File: config.mk
export PLATFORM = sky130hd
export DESIGN_NAME = clk_count_min_sec
export DESIGN_NICKNAME = d
export VERILOG_FILES = /design/src/rtl/clk_pkg.sv /design/src/rtl/clk_mod_counter.sv /design/src/rtl/clk_count_min_sec.sv
export SDC_FILE = /design/constraint.sdc
export NUM_CORES = 1
export LEC_CHECK = 0
export BUFFER_PORTS_ARGS = -buffer_cell sky130_fd_sc_hd__buf_2
export CAP_MARGIN = 20
export CELL_PAD_IN_SITES_DETAIL_PLACEMENT = 2
export CELL_PAD_IN_SITES_GLOBAL_PLACEMENT = 2
export CORE_AREA = 2 2 83 85
export DETAILED_ROUTE_END_ITERATION = 7
export DIE_AREA = 0 0 85 87
export GPL_TIMING_DRIVEN = 0
export PLACE_DENSITY_LB_ADDON = 0.1
export REMOVE_ABC_BUFFERS = 1
export SETUP_SLACK_MARGIN = 0.4
export SLEW_MARGIN = 0
export SYNTH_ARGS = -nofsm -noshare
export SYNTH_HDL_FRONTEND = slang
export SYNTH_SLANG_ARGS = --single-unit
File: constraint.sdc
create_clock -name CLK -period 2.7 [get_ports CLK]
set_clock_uncertainty 0.2 [all_clocks]
set_input_delay 0.135 -clock CLK [delete_from_list [all_inputs] [get_ports CLK]]
set_output_delay 0.135 -clock CLK [all_outputs]
set_load 0.005 [all_outputs]
File: src/rtl/clk_pkg.sv
// Shared constants for the clock counter chain (seconds, minutes, 12-hour).
package clk_pkg;
   localparam int SEC_MAX           = 59;
   localparam int MIN_MAX           = 59;
   localparam int HR12_MAX          = 11;
   localparam int TICKS_PER_SEC_DEF = 50_000_000;
endpackage

File: src/rtl/clk_mod_counter.sv
// Modulo-(MAX+1) counter with a registered wrap pulse that is high in the
// same cycle the wrapped value of zero first becomes visible.
module clk_mod_counter #(
   parameter int MAX = 59
) (
   input  logic       CLK,
   input  logic       clr,
   input  logic       inc,
   output logic [7:0] value,
   output logic       wrap
);

   always_ff @(posedge CLK) begin
      if (clr) begin
         value <= 8'd0;
         wrap  <= 1'b0;
      end else begin
         wrap <= 1'b0;
         if (inc) begin
            if (value == 8'(MAX)) begin
               value <= 8'd0;
               wrap  <= 1'b1;
            end else begin
               value <= value + 8'd1;
            end
         end
      end
   end

endmodule

File: src/rtl/clk_count_min_sec.sv
// 1 Hz timebase plus seconds/minutes counters; emits count_up_hr to the hour
// counter on each 59:59 -> 00:00 rollover.
module clk_count_min_sec
   import clk_pkg::*;
#(
   parameter int TICKS_PER_SEC = TICKS_PER_SEC_DEF,
   parameter int PRESC_W       = 26
) (
   input  logic       CLK,
   input  logic       rst,
   input  logic       rst_counters,
   input  logic       run,
   input  logic       adj_min,
   output logic [7:0] sec,
   output logic [7:0] min,
   output logic       sec_tick,
   output logic       count_up_hr
);

   logic [PRESC_W-1:0] presc;
   logic               clr;
   logic               sec_elapse;
   logic               sec_carry;
   logic               adj_ok;
   logic               min_inc;
   logic               sec_wrap;
   logic               min_wrap;

   assign clr        = rst | rst_counters;
   assign sec_elapse = run & (presc == PRESC_W'(TICKS_PER_SEC - 1));
   assign sec_carry  = sec_elapse & (sec == 8'(SEC_MAX));
   assign adj_ok     = adj_min & ~run;
   assign min_inc    = sec_carry | adj_ok;

   always_ff @(posedge CLK) begin
      if (clr) begin
         presc    <= '0;
         sec_tick <= 1'b0;
      end else begin
         sec_tick <= sec_elapse;
         if (run) begin
            presc <= sec_elapse ? '0 : presc + PRESC_W'(1);
         end
      end
   end

   clk_mod_counter #(.MAX(SEC_MAX)) u_sec (
      .CLK   (CLK),
      .clr   (clr),
      .inc   (sec_elapse),
      .value (sec),
      .wrap  (sec_wrap)
   );

   clk_mod_counter #(.MAX(MIN_MAX)) u_min (
      .CLK   (CLK),
      .clr   (clr),
      .inc   (min_inc),
      .value (min),
      .wrap  (min_wrap)
   );

   // Adjust wraps can only happen with run=0, when sec never wraps, so the
   // coincidence of both wrap flops isolates the true carry rollover.
   assign count_up_hr = sec_wrap & min_wrap;

endmodule

Word level (Yosys, flattened, before mapping) --
Index checks and enable logic that the tools add are counted.
Storage, ports and cells: RAM bits 0, input bits 5, flip-flop bits (word level) 45, output and inout port bits 18, memories kept 0, latch bits 0, logic and storage cells 28, ROM bits 0
Operators by class: add/sub/neg operators 3, div/mod/pow operators 0, bitwise operators 9, reductions and logical operators 2, multiply operators 0, muxes and demuxes 5, shift-type cells 0, eq/ne operators 3, magnitude comparators 0
Operator list (number):
- $add 26x1->26 const B | 1
- $eq 26x26->1 const B | 1
- $mux 26 | 1
- $add 8x1->8 const B | 2
- $eq 8x6->1 const B | 2
- $mux 8 | 2
- $and 1x1->1 | 4
- $reduce_or 2->1 | 2
- $not 1->1 | 3
- $mux 1 | 2
- $or 1x1->1 | 2

Depth between registers and ports, before layout --
Gate-level depths: netlist of the first run.
depth in word-level cells 6, gate-level depth with buffers 8, depth with buffers taken out 6

Cells and area by module --
From an unflattened synthesis of the first run, not the netlist that was laid out.
Second synthesis, totals: cells, all modules 256, area total of the unflattened synthesis 2263.4 um^2
Modules (own cells, without submodules):
- clk_count_min_sec | cells each 168, area an instance 1435.1 um^2, seq. area each 540.5 um^2, times used 1
- clk_mod_counter | cells each 44, area an instance 414.1 um^2, seq. area each 180.2 um^2, times used 2

Worst setup path before layout of the first run --
OpenSTA, ideal clock, no wires.
path type flip-flop to flip-flop, from register u_sec.value[0], to register u_min.value[6], slack 0.422 ns, stages on the path, launching flop included 7, setup time 0.121 ns, period minus slack after synthesis 2.278 ns, path buffers 1, data arrival time 1.957 ns, data required time 2.379 ns, cells stage by stage dfxtp_1 ha_1 nand4_1 or4_1 buf_6 o41ai_1 mux2_2
On the way: word-level cells in the longest chain between the ends 3
Ends and longest elaborated chain:
- start: declaration | line clk_mod_counter.sv:9 | output logic [7:0] value,
- start signal: assignment | line clk_mod_counter.sv:24 | value <= value + 8'd1;
- $eq 8x6->1 | line clk_count_min_sec.sv:31 | assign sec_carry = sec_elapse & (sec == 8'(SEC_MAX));
- $and 1x1->1 | line clk_count_min_sec.sv:31
- $or 1x1->1 | line clk_count_min_sec.sv:33 | assign min_inc = sec_carry | adj_ok;
- end signal: assignment | line clk_mod_counter.sv:24
- end: declaration | line clk_mod_counter.sv:9
Every way passes these cells. A chain may end at the register's enable or synchronous reset.

Final worst setup path of the first run --
from register presc[8], to register u_sec.value[7]
On the way: word-level cells in the longest chain between the ends 2
Ends and longest elaborated chain:
- start: declaration | line clk_count_min_sec.sv:20 | logic [PRESC_W-1:0] presc;
- start signal: assignment | line clk_count_min_sec.sv:42 | presc <= sec_elapse ? '0 : presc + PRESC_W'(1);
- $eq 26x26->1 | line clk_count_min_sec.sv:30 | assign sec_elapse = run & (presc == PRESC_W'(TICKS_PER_SEC - 1));
- $and 1x1->1 | line clk_count_min_sec.sv:30
Every way passes these cells.

==> summary.txt, run 1 <==
STA
  • Final hold vios: 0
  • Final max-slew violation count: 0
  • Slew HR: 0.378
  • Unrepaired setup endpoints after global routing: true
  • Max frequency: around 440 MHz
  • Setup violators final: 0
  • Period utilization: 0.837
  • Minimum clock period: 2260 ps
  • Worst Max-Slew Pin Slew: between 900 and 1000 ps

Logic synthesis
  • Synth Area in Compound Gates: 0.0926
  • Multiplexer share of the synthesized area: 0.00493
  • Average cell area after synthesis: 8.68 sq um
  • Number of enable flip-flop cells after synthesis: 0
  • Post-synth top area share: 0.395
  • Area contributors post-synth: dfxtp_1 39%, xor2_1 8.4%, nor2_1 6.1%, nand3_1 4.4%, nand4_1 4.1%
  • Largest family of logic cells by synthesized area: simple AND/OR/NAND/NOR gates
  • Sequential area share after synthesis: 0.395
  • Synth area leader: dfxtp_1
  • Async S/R FF share, synth: 0
  • Distinct cell type count after synthesis: 51
  • Main synth FF type: dfxtp_1
  • XOR/XNOR share of the synthesized area: 0.0997
  • Mapped Area: 2280 sq um
  • Synth Register Bits: 45
  • Post-Synth Simple-Gate Area: 0.363
  • Cells after Synth: 263
  • Yosys warns: 0
  • Synth Area in Adders: 0.0164

Route
  • Via density: 5.52
  • 1st-iter DRT viols: 32
  • First-pass DRT Iterations: 4
  • Remaining DRCs: 0
  • WL/cell: 17.1 microns
  • Vias post-DR: around 2100
  • Routed Antenna Nets: 0
  • Final Routed Wirelength: between 6000 and 7000 microns

Worst setup path
  • Worst setup endpoint: u_sec.value[7]$_SDFFE_PP0N_
  • Critical path endpoint category: flop
  • Reg2reg path depth: 5
  • WS Path Type: reg2reg
  • Worst Setup Start Kind: flop
  • FF-to-FF setup slack: 440 ps
  • WP data arrival: 2310 ps
  • Worst Setup SP: presc[8]$_SDFFE_PP0P_
  • R2R Path End: u_sec.value[7]$_SDFFE_PP0N_
  • Crit path max fanout: 6
  • CP required: 2750 ps
  • FF-to-FF Start: presc[8]$_SDFFE_PP0P_

Final layout
  • P&R area growth vs syn: 26.1%
  • Final Cell Area: around 2900 sq um
  • Ant diodes: 0
  • Register area: 915 sq um
  • Fin cells: 381
  • Layout cells sized above 1: 0.279
  • Filler cell count: around 730
  • Final net count: 308
  • Multi-input logic area: 1470 sq um

Clock tree
  • Clock buffer depth: 2
  • H-tree depth: 2
  • Clk slew on worst S/H paths: 100 ps
  • Clk_lat worst skew: around 310 ps
  • CTS sink cnt: 45
  • CTS tree: yes
  • TritonCTS Buffers: 5
  • CTS root buffer: clkbuf_8

Floorplanning
  • Core Area: roughly 6600 sq um
  • Die area: ~7400 sq um
  • Starting density of the core: 0.348
  • Width of the die: 85 microns
  • Number of I/O pins: 23
  • Die H: 87 microns
  • Cell Rows: 30

Power
  • Leakage: 1.14 nW
  • Max IR drop VDD: approximately 0.21 mV
  • PD cells: 457 nW/um^2

GRT
  • Wire length of the first global-routing pass: 11000 microns
  • GRT Total Usage: 0.185
  • Pin count of the biggest net entering global routing: 25
  • Vias in the first global route: 2175
  • Congestion Overflow GR: 0
  • Antenna violations before repair: 0

Placed design
  • Post-DP HPWL: 4360 microns
  • Port bufs: 22
  • Placed insts: 357
  • Gp weighted congestion: just over 0.7
  • Dpl cell area: 2450 sq um

Status
  • Run status: finished clean

Flow run
  • Maxcap violations: 0

Worst hold path
  • Worst min-delay path category: in2reg
  • Hold Path Depth: 3
  • Worst hold start: rst_counters
## layer usage
metal | global-route usage | vias up | share of wire
met5 | 0 | - | 0
met4 | 0.0534 | 0 | 0.012
met3 | 0.0313 | 7 | 0.019
met2 | 0.323 | 19 | 0.51
met1 | 0.234 | 1049 | 0.46
li1 | - | 1029 | -
## power breakdown
group / switching (mW) / leakage (nW) / internal (mW)
logic: 0.0239 / 0.703 / 0.00925
registers: 0.00235 / 0.367 / 0.663
clock network: 0.250 / 0.0681 / 0.368
total: 0.276 / 1.14 / 1.04
## logic make-up after synthesis
kind of cell	count (synthesis)
AO/OA/AOI/OAI	32
XOR/XNOR	26
adder cells (fa/ha/maj)	3
buffers and inverters	12
flip-flops	45
multiplexers	1
AND/OR/NAND/NOR	144
## what timing repair did
item | 4_1_cts | 5_1_grt
hold endpoints to repair | 2 | 0
endpoints found under the setup margin | 38 | 32
hold buffers | 1 | 0
gates cloned | 0 | 0
gates resized for setup | 18 | 17
pin swaps | 5 | 8
buffers inserted | 6 | 9
## through the flow
stage	TNS [ps]	power, mW	hold WS [ps]	utilization	worst slack (ps)
after floorplan	0	0.699	86.9	-	378
after global placement	-506	0.714	275	0.371	-25.9
after detailed placement	-875	0.714	291	0.372	-56.6
after CTS	0	1.34	95.3	0.415	392
after global routing	0	1.37	124	0.438	349
final	0	1.32	94.4	0.438	441
## worst min-delay path by stage
stage | endpoint | slack [ps]
finish | u_sec.value[1]$_SDFFE_PP0N_ | 90
floorplan | presc[1]$_SDFFE_PP0P_ | 90
CTS | presc[0]$_SDFFE_PP0P_ | 100
global placement | presc[1]$_SDFFE_PP0P_ | 280
global route | u_sec.value[1]$_SDFFE_PP0N_ | 120
detailed placement | u_sec.value[1]$_SDFFE_PP0N_ | 290
## layout by cell type, fill, tap and decap left out, types with 6 or more instances in the layout
cell type / count
dfxtp_1: 38
nor2_1: 37
xor2_1: 22
buf_2: 22
nand3_1: 20
nand2_1: 19
nand4_1: 15
buf_4: 15
and3_1: 7
a21oi_1: 7
o21ai_0: 6
## cell type report
cell class,instances,area share
clock inverter,3,0.0226
clock buffer,5,0.0239
timing repair buffer,39,0.0877
tap,80,0.0348
inverter,3,0.00391
sequential,45,0.318
multi-input combinational,206,0.510
## synth_stat cells, types with 3 or more instances
| cell | count |
|---|---|
| a21oi_1 | 8 |
| and2_1 | 3 |
| and3_1 | 7 |
| and4_1 | 4 |
| clkbuf_1 | 5 |
| dfxtp_1 | 45 |
| ha_1 | 3 |
| inv_1 | 3 |
| nand2_1 | 20 |
| nand2b_1 | 3 |
| nand3_1 | 20 |
| nand4_1 | 15 |
| nor2_1 | 37 |
| nor3_1 | 5 |
| nor4_1 | 3 |
| nor4_2 | 3 |
| o211ai_1 | 3 |
| o21ai_0 | 6 |
| or3_1 | 3 |
| or4_1 | 5 |
| xnor2_1 | 4 |
| xor2_1 | 22 |
## worst max-delay path, stage by stage (launching register included)
cell and delay [ps]:
dfxtp_4 380, or4b_4 540, nor4b_4 310, nand4_4 170, or4_4 450, a21oi_2 140
## registers in the layout (all words and copies together) (netlist names)
register / flops
presc: 26
u_min.value: 8
u_sec.value: 8
sec_tick: 1
u_min.wrap: 1
u_sec.wrap: 1
Note: power is estimated with default switching activity, not from simulation.
==> run 2: changes to the inputs <==
ABC_AREA = 1   (was unset)
CORE_AREA = 2 2 92 94   (was 2 2 83 85)
DIE_AREA = 0 0 94 96   (was 0 0 85 87)
clock period = 2.25 ns   (was 2.7 ns; I/O delays follow)
==> summary.txt, run 2 <==
Status
  • Run status: finished clean

Worst setup path
  • WS Path Type: reg2reg
  • FF-to-FF Start: u_sec.value[1]$_SDFFE_PP0N_
  • Slowest cell delay on critical path: 370 ps
  • Critical path's slowest cell: dfxtp_2
  • WP data arrival: about 1700 ps
  • Reg2reg path depth: 7
  • CP required: roughly 2200 ps
  • Crit path max fanout: 6
  • Worst Setup SP: u_sec.value[1]$_SDFFE_PP0N_
  • Critical path endpoint category: flop
  • Worst Setup Start Kind: flop
  • CP Cell Sequence: ha_2, nand4_1, nor2_4, nand3_4, buf_12, nand3_1, a21oi_1

GRT
  • Congestion Overflow GR: 0
  • Met1 usage: 0.224
  • Pin count of the biggest net entering global routing: 17
  • M3 GR Usage: 0.0258
  • GRT Total Usage: 0.179
  • Vias in the first global route: 2657
  • Wire length of the first global-routing pass: 12800 microns
  • Gr busiest metal: met2
  • Met2 Usage GRT: 0.326
  • Antenna violations before repair: 0

STA
  • Final max-slew violation count: 0
  • Final hold vios: 0
  • Unrepaired setup endpoints after global routing: true
  • Minimum clock period: around 1700 ps
  • Max frequency: between 500 and 600 MHz
  • Worst Max-Slew Pin Slew: between 500 and 600 ps
  • Period utilization: 0.767
  • Slew HR: 0.605
  • Worst hold slack: 7.99 ps
  • Setup TNS Final: 0 ps
  • Setup violators final: 0

Final layout
  • Commonest non-fill, non-tap cells in the layout: 91 x nand2_1, 64 x nor2_1, 42 x inv_1, 34 x dfxtp_1, 31 x nand3_1
  • Final net count: 427
  • Biggest regs: presc x26, u_min.value x8, u_sec.value x8
  • Fin cells: 525
  • Ant diodes: 0
  • Commonest non-fill, non-tap cell in the layout: nand2_1
  • Top reg by flops: presc
  • Multi-input logic area: 1470 sq um
  • Max reg flops: 26
  • Filler cell count: between 1000 and 1500
  • Final core occ: 0.376
  • Layout cells sized above 1: 0.210
  • Register area: about 900 sq um
  • P&R area growth vs syn: 20.8%

Logic synthesis
  • Number of enable flip-flop cells after synthesis: 0
  • Post-synth top cells: 92 x nand2_1, 69 x nor2_1, 45 x dfxtp_1, 44 x inv_1, 33 x nand3_1
  • Synth Area in Adders: 0.0150
  • Post-synth top area share: 0.359
  • Average cell area after synthesis: approximately 6.6 sq um
  • Synth area leader: dfxtp_1
  • Sequential area share after synthesis: 0.359
  • Post-Synth Simple-Gate Area: 0.440
  • Yosys warns: 0
  • Main synth FF type: dfxtp_1
  • Largest family of logic cells by synthesized area: simple AND/OR/NAND/NOR gates
  • Cells after Synth: 379
  • Multiplexer share of the synthesized area: 0
  • Synth Register Bits: 45
  • Synth Area in Compound Gates: 0.0623
  • Count leader, synth: nand2_1
  • Async S/R FF share, synth: 0
  • Mapped Area: between 2000 and 3000 sq um
  • XOR/XNOR share of the synthesized area: 0.0349
  • Distinct cell type count after synthesis: 32
  • Area contributors post-synth: dfxtp_1 36%, nand2_1 14%, nor2_1 10%, inv_1 6.6%, nand3_1 6.6%

Clock tree
  • Clk slew on worst S/H paths: around 90 ps
  • H-tree depth: 2
  • CTS sink cnt: 45
  • CTS tree: yes
  • Clk_lat worst skew: 300 ps
  • TritonCTS Buffers: 5
  • CTS root buffer: clkbuf_8
  • Clock buffer depth: 2

Power
  • Max IR drop VDD: 0.214 mV
  • Power share of the clock group: 0.376
  • Sw frac: 0.251
  • PD cells: 456 nW/um^2
  • Sequential Power Share: 0.580
  • Net Switching: roughly 350 uW
  • Leakage: 1.24 nW
  • Internal power: slightly above 1 mW
  • Comb power frac: 0.044

Floorplanning
  • Starting density of the core: 0.312
  • Die area: 9020 sq um
  • Width of the die: around 94 microns
  • Number of I/O pins: 23
  • Core Area: 8050 sq um
  • Die H: 96 microns
  • Cell Rows: 33

Worst hold path
  • Worst min-delay path category: in2reg
  • Hold Path Depth: 3
  • Worst hold start: run

Route
  • Routed Antenna Nets: 0
  • 1st-iter DRT viols: 54
  • WL/cell: 14.8 microns
  • Remaining DRCs: 0
  • Vias post-DR: 2538
  • Via density: approximately 4.8
  • First-pass DRT Iterations: 4
  • Final Routed Wirelength: 7760 microns

Placed design
  • Post-DP HPWL: 5700 microns
  • Port bufs: 22
  • Placed insts: 503
  • Gp weighted congestion: 0.767

Flow run
  • Maxcap violations: 0
run 2: power by group through the flow:
stage | Sequential [mW] | Combinational, mW | Clock [mW]
2_1_floorplan | 0.819 | 0.0295 | 0
3_3_place_gp | 0.819 | 0.0519 | 0
3_5_place_dp | 0.820 | 0.0524 | 0
4_1_cts | 0.801 | 0.0602 | 0.538
5_1_grt | 0.802 | 0.0688 | 0.563
6_report | 0.801 | 0.0613 | 0.519
run 2: final cells by class:
class,instances,area share
Clock buffer,6,0.0239
Clock inverter,2,0.00330
Inverter,51,0.0648
Multi-Input combinational cell,280,0.484
Sequential cell,45,0.303
Tap cell,105,0.0434
Timing Repair Buffer,36,0.0776
run 2: layer usage:
| layer | up-vias | part of all wire |
|---|---|---|
| met3 | 6 | 0.017 |
| met2 | 20 | 0.51 |
| li1 | 1283 | - |
| met4 | 0 | 0.0085 |
| met1 | 1229 | 0.46 |
| met5 | - | 0 |
run 2: critical path, delay by kind of cell (launching register included):
| kind | cells | cell delay, ps |
|---|---|---|
| compound gates | 1 | 80 |
| fa+ha+maj | 1 | 210 |
| simple gates | 4 | 540 |
| buf+inv | 1 | 180 |
| flops | 1 | 370 |
run 2: path summary, 6_finish.rpt:
| kind | endpoint | slack, ps |
|---|---|---|
| max | u_min.value[6]$_SDFFE_PP0P_ | 520 |
| min | u_sec.value[4]$_SDFFE_PP0N_ | 8 |
| max reg2reg | u_min.value[6]$_SDFFE_PP0P_ | 520 |
| min reg2reg | u_sec.value[1]$_SDFFE_PP0N_ | 290 |
run 2: timing repair:
item	4_1_cts	5_1_grt
hold buffers	3	0
hold endpoints to repair	4	0
resized for setup	7	25
setup endpoints to repair	27	37
setup buffers	5	6
pin swaps	2	9
cloned	0	0
run 2: cell families after synthesis:
group / count (synthesis)
adder cells (fa/ha/maj): 3
buffers and inverters: 54
AO/OA/AOI/OAI: 29
flip-flops: 45
AND/OR/NAND/NOR: 238
XOR/XNOR: 10
run 2: metrics by stage:
step / setup slack, ps / cell area (sq um) / power (mW)
floorplan: 611 / 2480 / 0.848
global placement: 318 / 2720 / 0.871
detailed placement: 284 / 2720 / 0.872
CTS: 382 / 2910 / 1.40
global route: 341 / 3030 / 1.43
finish: 525 / 3030 / 1.38
==> run 3: changes to the inputs <==
CORE_AREA = 2 2 97 99   (was 2 2 92 94)
DIE_AREA = 0 0 99 101   (was 0 0 94 96)
clock period = 1.4 ns   (was 2.25 ns; I/O delays follow)
==> summary.txt, run 3 (synthesized netlist as in run 2, its figures left out) <==
Final layout
  • Layout cells sized above 1: 0.467
  • Top reg by flops: presc
  • Filler cell count: 1036
  • P&R area growth vs syn: 47.7%
  • Biggest regs: presc x26, u_min.value x8, u_sec.value x8
  • Max reg flops: 26
  • Ant diodes: 0
  • Commonest non-fill, non-tap cell in the layout: nand2_1
  • Final net count: 448
  • Final core occ: 0.413
  • Register area: 977 sq um
  • Multi-input logic area: 1810 sq um
  • Fin cells: 552
  • Commonest non-fill, non-tap cells in the layout: 65 x nand2_1, 50 x nor2_1, 37 x inv_1, 25 x nand3_1, 25 x buf_4

Route
  • Via density: 4.86
  • Vias post-DR: 2682
  • First-pass DRT Iterations: 4
  • WL/cell: 16.1 microns
  • 1st-iter DRT viols: 40
  • Final Routed Wirelength: 8900 microns
  • Routed Antenna Nets: 0
  • Remaining DRCs: 0

Floorplanning
  • Cell Rows: 35
  • Number of I/O pins: 23
  • Width of the die: 99 microns
  • Die area: 10000 sq um
  • Die H: 101 microns
  • Core Area: 8980 sq um
  • Starting density of the core: 0.279

Placed design
  • Post-DP HPWL: slightly below 6000 microns
  • Port bufs: 22
  • Setup WS pre-CTS: -571 ps
  • Gp weighted congestion: 0.774
  • Placed insts: 509

Power
  • Sequential Power Share: 0.564
  • Power share of the clock group: 0.378
  • Internal power: around 1.6 mW
  • Sw frac: 0.265
  • PD cells: ~600 nW/um^2
  • Comb power frac: 0.058
  • Max IR drop VDD: roughly 0.33 mV
  • Leakage: between 1 and 1.5 nW
  • Net Switching: roughly 590 uW

Clock tree
  • TritonCTS Buffers: 5
  • Clk_lat worst skew: 300 ps
  • CTS sink cnt: 45
  • H-tree depth: 2
  • CTS root buffer: clkbuf_8
  • Clock buffer depth: 2
  • Clk slew on worst S/H paths: 90 ps
  • CTS tree: yes

GRT
  • Vias in the first global route: 2774
  • Wire length of the first global-routing pass: ~14000 microns
  • Congestion Overflow GR: 0
  • Pin count of the biggest net entering global routing: 16
  • Antenna violations before repair: 0
  • GRT Total Usage: 0.170

Worst hold path
  • Hold worst-path end: u_min.value[1]$_SDFFE_PP0P_
  • Worst min-delay path category: in2reg
  • Hold Path Depth: 4
  • Worst hold start: rst

Worst setup path
  • Crit path max fanout: 8
  • Worst Setup Start Kind: flop
  • Reg2reg path depth: 11
  • Slowest cell delay on critical path: 390 ps
  • FF-to-FF Start: presc[1]$_SDFFE_PP0P_
  • CP Cell Sequence: ha_4, nand3_4, inv_2, nand2_2, nor2_4, buf_6, nand2_8, nand2_8, clkinv_8, o21ai_2, nor2_1
  • WS Path Type: reg2reg
  • WP data arrival: 1790 ps
  • Crit path max-delay family: simple AND/OR/NAND/NOR gates
  • CP required: approximately 1400 ps
  • Critical path's slowest cell: dfxtp_4
  • Critical path endpoint category: flop
  • CP bufs+invs: 3
  • Crit path top cell by count: nand2_8
  • FF-to-FF setup slack: -390 ps
  • R2R Path End: presc[15]$_SDFFE_PP0P_

STA
  • Setup ws final: -392 ps
  • Minimum clock period: 1790 ps
  • Period utilization: 1.28
  • Slew HR: 0.560
  • Final max-slew violation count: 0
  • Final hold vios: 6
  • Max frequency: 558 MHz
  • Worst hold slack: -66.9 ps
  • Worst Max-Slew Pin Slew: ~660 ps
  • Unrepaired setup endpoints after global routing: true
  • Setup violators final: 44
  • Setup TNS Final: -13150 ps

Status
  • Failing checks: hold timing, setup timing
  • Run status: finished with violations

Flow run
  • Maxcap violations: 0
[run 3: changes by cell type in the layout (fill, tap and decap cells not counted), sizes merged]
cell         before  now
inv              51   49
dlygate4sd3       3    0
clkinv            2    4
nand2            97   98
buf              33   55
clkinvlp          0    1
[run 3: cell type report]
type,count,share of cell area
Multi-Input combinational cell,281,0.489
Tap cell,111,0.0375
Clock buffer,6,0.0196
Sequential cell,45,0.264
Inverter,51,0.0628
Timing Repair Buffer,55,0.123
Clock inverter,2,0.00270
Timing Repair inverter,1,0.00236
[run 3: what timing repair did]
action                                 4_1_cts  5_1_grt
resized for setup                           94       96
setup buffers                               15       18
pin swaps                                   15       33
setup endpoints to repair                   63       63
gates cloned                                 0        2
endpoints found under the hold margin        7        6
[run 3: per-layer routing]
layer / track usage / routed length [microns] / vias to the layer above
met3: 0.0236 / 178 / 8
met4: 0.0432 / 89 / 0
li1: - / - / 1337
met1: 0.195 / 3810 / 1310
met5: 0 / 0 / -
met2: 0.329 / 4820 / 27
[run 3: worst max-delay path by stage]
stage	startpoint	end	cells past startpoint
after global placement	u_sec.value[1]$_SDFFE_PP0N_	u_min.value[1]$_SDFFE_PP0P_	8
after detailed placement	presc[0]$_SDFFE_PP0P_	u_min.value[1]$_SDFFE_PP0P_	10
after CTS	presc[1]$_SDFFE_PP0P_	u_min.value[1]$_SDFFE_PP0P_	10
after global routing	presc[4]$_SDFFE_PP0P_	presc[17]$_SDFFE_PP0P_	10
after floorplan	presc[0]$_SDFFE_PP0P_	u_min.value[1]$_SDFFE_PP0P_	10
final	presc[1]$_SDFFE_PP0P_	presc[15]$_SDFFE_PP0P_	11
[run 3: stage by stage]
step / area [sq um] / power, mW / hold slack, ps
after global routing: 3710 / 2.34 / -40.1
after global placement: 2730 / 1.40 / 217
after detailed placement: 2730 / 1.40 / 233
after CTS: 3190 / 2.26 / -75.6
final: 3710 / 2.24 / -66.9
after floorplan: 2480 / 1.36 / 21.1
[run 3: power groups by stage]
stage / sequential, mW / clock, mW / combinational, mW
global placement: 1.32 / 0 / 0.0850
finish: 1.26 / 0.847 / 0.129
floorplan: 1.32 / 0 / 0.0474
CTS: 1.27 / 0.884 / 0.104
global route: 1.27 / 0.932 / 0.141
detailed placement: 1.32 / 0 / 0.0857
[run 3: worst reg2reg max path: cells and delay by family (launching register included)]
| family | cells | cell delay [ps] |
|---|---|---|
| buffers and inverters | 3 | 330 |
| AO/OA/AOI/OAI | 1 | 80 |
| AND/OR/NAND/NOR | 6 | 540 |
| flip-flops | 1 | 390 |
| adder cells (fa/ha/maj) | 1 | 160 |
